**src/rtl/bcd_updown_counter.sv**
```systemverilog
// ============================================================================
// bcd_updown_counter
// ----------------------------------------------------------------------------
// Multi-digit packed-BCD up/down counter with synchronous load, optional
// wrap-around or saturation at the limits, and one-cycle overflow/underflow
// pulses.
//
// Parameters
//   DIGITS     : number of BCD digits (1..4)
//   WRAP       : 1 = wrap around at the limits, 0 = saturate at the limits
//
// Ports
//   clk        : single clock, all state changes on its rising edge
//   reset      : asynchronous, active-high; clears value, ovf and unf
//   inc_btn    : +1 request for this cycle
//   dec_btn    : -1 request for this cycle
//   load       : synchronous load of load_value (highest priority)
//   load_value : packed BCD value to load, digit 0 in bits [3:0]
//   value      : registered packed BCD count, digit 0 in bits [3:0]
//   at_max     : high while every digit of value is 9
//   at_min     : high while value is all zeros
//   ovf        : registered pulse, increment requested while at_max
//   unf        : registered pulse, decrement requested while at_min
// ============================================================================
module bcd_updown_counter #(
   parameter int DIGITS = 2,
   parameter int WRAP   = 1
) (
   input  logic                  clk,
   input  logic                  reset,
   input  logic                  inc_btn,
   input  logic                  dec_btn,
   input  logic                  load,
   input  logic [4*DIGITS-1:0]   load_value,
   output logic [4*DIGITS-1:0]   value,
   output logic                  at_max,
   output logic                  at_min,
   output logic                  ovf,
   output logic                  unf
);

   localparam int              W         = 4 * DIGITS;
   localparam logic [W-1:0]    ALL_NINES = {DIGITS{4'h9}};

   logic [W-1:0] inc_value;
   logic [W-1:0] dec_value;
   logic [W-1:0] clamped_value;
   logic         carry;
   logic         borrow;

   // Limit flags come straight off the registered count so they track it
   // with no extra latency.
   assign at_max = (value == ALL_NINES);
   assign at_min = (value == '0);

   // Decimal +1: the carry ripples through every digit sitting at 9 within
   // the same cycle. Digits above the first non-9 digit are passed through.
   always_comb begin
      inc_value = '0;
      carry     = 1'b1;
      for (int i = 0; i < DIGITS; i++) begin
         if (!carry) begin
            inc_value[4*i +: 4] = value[4*i +: 4];
         end else if (value[4*i +: 4] >= 4'd9) begin
            inc_value[4*i +: 4] = 4'd0;
         end else begin
            inc_value[4*i +: 4] = value[4*i +: 4] + 4'd1;
            carry               = 1'b0;
         end
      end
   end

   // Decimal -1: the borrow ripples through every digit sitting at 0,
   // turning each into 9, until a nonzero digit absorbs it.
   always_comb begin
      dec_value = '0;
      borrow    = 1'b1;
      for (int i = 0; i < DIGITS; i++) begin
         if (!borrow) begin
            dec_value[4*i +: 4] = value[4*i +: 4];
         end else if (value[4*i +: 4] == 4'd0) begin
            dec_value[4*i +: 4] = 4'd9;
         end else begin
            dec_value[4*i +: 4] = value[4*i +: 4] - 4'd1;
            borrow              = 1'b0;
         end
      end
   end

   // Loaded nibbles above 9 are clamped to 9 so an illegal BCD code can
   // never reach the count register.
   always_comb begin
      clamped_value = '0;
      for (int i = 0; i < DIGITS; i++) begin
         if (load_value[4*i +: 4] > 4'd9) begin
            clamped_value[4*i +: 4] = 4'd9;
         end else begin
            clamped_value[4*i +: 4] = load_value[4*i +: 4];
         end
      end
   end

   // Count register and limit pulses. Load beats any count request; an
   // inc and dec arriving together cancel. At a limit the count either
   // wraps to the opposite limit or stays put, and the matching pulse
   // fires for that one cycle only.
   always_ff @(posedge clk or posedge reset) begin
      if (reset) begin
         value <= '0;
         ovf   <= 1'b0;
         unf   <= 1'b0;
      end else begin
         ovf <= 1'b0;
         unf <= 1'b0;
         if (load) begin
            value <= clamped_value;
         end else if (inc_btn && !dec_btn) begin
            if (at_max) begin
               ovf   <= 1'b1;
               value <= (WRAP != 0) ? '0 : ALL_NINES;
            end else begin
               value <= inc_value;
            end
         end else if (dec_btn && !inc_btn) begin
            if (at_min) begin
               unf   <= 1'b1;
               value <= (WRAP != 0) ? ALL_NINES : '0;
            end else begin
               value <= dec_value;
            end
         end
      end
   end

endmodule

```
**config.mk**
```make
export PLATFORM = sky130hd
export DESIGN_NAME = bcd_updown_counter
export DESIGN_NICKNAME = d
export VERILOG_FILES = /design/src/rtl/bcd_updown_counter.sv
export SDC_FILE = /design/constraint.sdc
export NUM_CORES = 1
export LEC_CHECK = 0
export ABC_AREA = 1
export CAP_MARGIN = 20
export CORE_MARGIN = 5
export CORE_UTILIZATION = 49
export DETAILED_ROUTE_END_ITERATION = 8
export GPL_TIMING_DRIVEN = 0
export PLACE_DENSITY = 0.79
export SYNTH_ARGS = -nofsm -noshare
export SYNTH_HDL_FRONTEND = slang
export SYNTH_SLANG_ARGS = --single-unit
```
**constraint.sdc**
```tcl
create_clock -name clk -period 1.9 [get_ports clk]
set_clock_uncertainty 0.1 [all_clocks]
set_input_delay 0.19 -clock clk [delete_from_list [all_inputs] [get_ports clk]]
set_output_delay 0.19 -clock clk [all_outputs]
set_load 0.02 [all_outputs]
```
==> results.md <==
* Max IR drop VDD at between 0.0005 and 0.0006 V
* Fill count at 159
* Global-route wire length before repair at 4420 µm
* Sequential Area at 254 µm²
* Cell count after placement at between 200 and 250
* Setup Crit Path Kind: flop to primary output
* Cell seen most often among critical-path stages: buf_4
* Synth Area in XOR/XNOR at 0.0340
* CP Data Arrival Time at 1530 ps
* Worst-path cell chain: buf_4, buf_4, clkdlybuf4s50_1
* Crit start category: flop
* Routed vias/inst at 5.17
* Antenna Nets Post-Route at 0
* IO Count at 25
* Final WS setup at between 80 and 90 ps
* Crit path launch: value[4]
* N_diodes at 0
* Final number of max-transition violations at 0
* #FFs+latches synth at 10
* Critical path peak fanout at 6
* Dpl cell area at 0.00129 mm²
* Final wirelength at 2660 µm
* # DRC at 0
* Clock transition at path regs at 70 ps
* Levels on crit path at 3
* Area of the die at 0.00312 mm²
* CTS sink cnt at 10
* Total Power at about 1.2 mW
* Count leader, synth: nand2_1
* Fmax at 551 MHz
* GRT Total Usage at 0.178
* Pre-antenna DRT Iters at 4
* Critical path endpoint: value[4]
* Buffers on Ports at 23
* # nets final at 206
* DIE HEIGHT at 55.8 µm
* Pin count of the biggest net entering global routing at 11
* Synthesized area at 0.00103 mm²
* Slowest CP cell: clkdlybuf4s50_1
* Setup violators final at 0
* RSZ-0062 raised after global routing: false
* Root buf cell: clkbuf_4
* Initial antenna violation count at 0
* Reg-to-reg setup timing slack at 320 ps
* Worst Path Required at 1610 ps
* Seq/Total Area, Yosys at 0.243
* CTS tree: yes
* Fin. Hold Viols at 0
* Status: finished, final reports clean
* Longest Clk Path Bufs at 2
* Synthesis-to-finish area growth at 37.3%
* Overall via count from detail_route at 1102
* Synth Instances at 152
* Crit-path max cell delay at 530 ps
* Max Cap Viol at 0
* Leakage at 0.702 nW
* Dominant synthesized flop cell: dfrtp_1
* GP Congestion at 0.873
* Wirelength per Cell at 12.5 µm
* Top post-synthesis cells by area: dfrtp_1 24%, nand2_1 12%, nand3_1 9.7%
* Worst hold path type: primary input to flop
* Cell Rows at 16
* H-tree depth at 1
* CP bufs+invs at 3
* Latest clock arrival within the worst-skew pair at 260 ps
* Final worst path period share at 0.956
* Synth Area in Adders at 0.0729
* Synth Area in Simple Gates at 0.456
* Post-route insts no fill at 213
* DP Worst Slack at -320 ps
* Layout cells sized above 1 at 0.301
* FFs w/ async S/R, synth at 1.00
* CTS Buf Count at 3
* Commonest cells in the netlist: 34 x nand2_1, 20 x nand3_1, 16 x nor2_1
* Main combinational cell family by area after synthesis: simple AND/OR/NAND/NOR gates
* CP endpoint kind: primary output
* Die extent in x at 55.8 µm
* Yosys warns at 0
* Slew @ Worst Pin at 355 ps
* Area of the multi-input gates at about 700 µm²
* Total grt overflow at 0
* Crit Reg-Reg Endpoint: value[6]
* Synth unique cells at 29
* Core ar. at slightly below 0.002 mm²
* CP top delay family: buffers and inverters
* Initial Util at 0.520
* Cell area after layout at ~0.0014 mm²
* Final min period at 1820 ps
* Syn nets at about 170
* Post-synth top area cell: dfrtp_1
* Number of DRC markers in iteration 0 at 35
* Fin util at 0.713
* Syn_area_per_cell at about 6.8 µm²
* Rel. slew slack at 0.763
* Worst reg2reg path depth at 6
* Synth Area in Compound Gates at 0.0790
* DP HPWL at 1940 µm
* Post-synth EDFFs at 0
* Post-synthesis mux area share at 0
* Reg-to-reg critical path startpoint: value[4]
* Power Density at 848 mW/mm²
* Yosys top cell area share at 0.243
* Vias in the first global route at 1010
==> cell families after synthesis <==
kind of cell / after synthesis
buffers and inverters: 26
adders and majority gates: 6
DFF: 10
and+or+nand+nor: 94
AOI/OAI and AO/OA: 12
xor gates and xnor gates: 4
==> metal layers <==
metal,track usage,wire (µm),up-vias
met5,0,0,-
met4,0.108,58,0
met3,0.0209,177,6
met2,0.282,1240,56
met1,0.228,1190,492
li1,-,-,548
==> final cells by class <==
type,instances,area share
buffer,4,0.0204
clock buffer,4,0.0257
inverter,22,0.0637
multi-input combinational,116,0.492
sequential,10,0.180
tap,27,0.0239
timing repair buffer,30,0.195
==> timing repair <==
action	in CTS	in global routing
gates resized for setup	20	2
pin swaps	1	0
buffers inserted	7	0
hold buffers	0	0
endpoints found under the setup margin	2	2
endpoints found under the hold margin	0	0
==> worst min-delay path by stage <==
stage	startpoint	to	cells past startpoint
2_1_floorplan	reset	ovf	1
3_5_place_dp	load	unf	2
5_1_grt	load	unf	2
4_1_cts	load	unf	2
6_report	load	unf	2
3_3_place_gp	load	unf	2
==> through the flow <==
| step | TNS [ps] | hold WS [ps] |
|---|---|---|
| 5_1_grt | 0 | 67.2 |
| 3_5_place_dp | -468 | 350 |
| 4_1_cts | 0 | 61.7 |
| 6_report | 0 | 67.6 |
| 2_1_floorplan | 0 | -69.8 |
| 3_3_place_gp | -441 | 346 |
==> placed cells by master (no fill, tap or decap), types with 4 or more instances in the layout <==
master,Yosys,layout
nand2_1,34,34
clkdlybuf4s50_1,0,21
nand3_1,20,19
nor2_1,16,16
inv_1,15,11
buf_4,1,9
inv_2,4,8
dfrtp_1,10,7
nand2_2,6,6
nor2_2,5,5
xor2_1,4,4
a21oi_1,4,4
ha_1,6,4
==> power by group <==
part / switching (mW) / total (mW) / internal, mW
registers: 0.0382 / 0.291 / 0.253
clock network: 0.0778 / 0.194 / 0.116
logic: 0.409 / 0.713 / 0.304
==> sequential cells by signal (all words and copies together), names as in the netlist <==
name,flops
ovf,1
unf,1
value,8
Power figures use the tool's default switching activity.
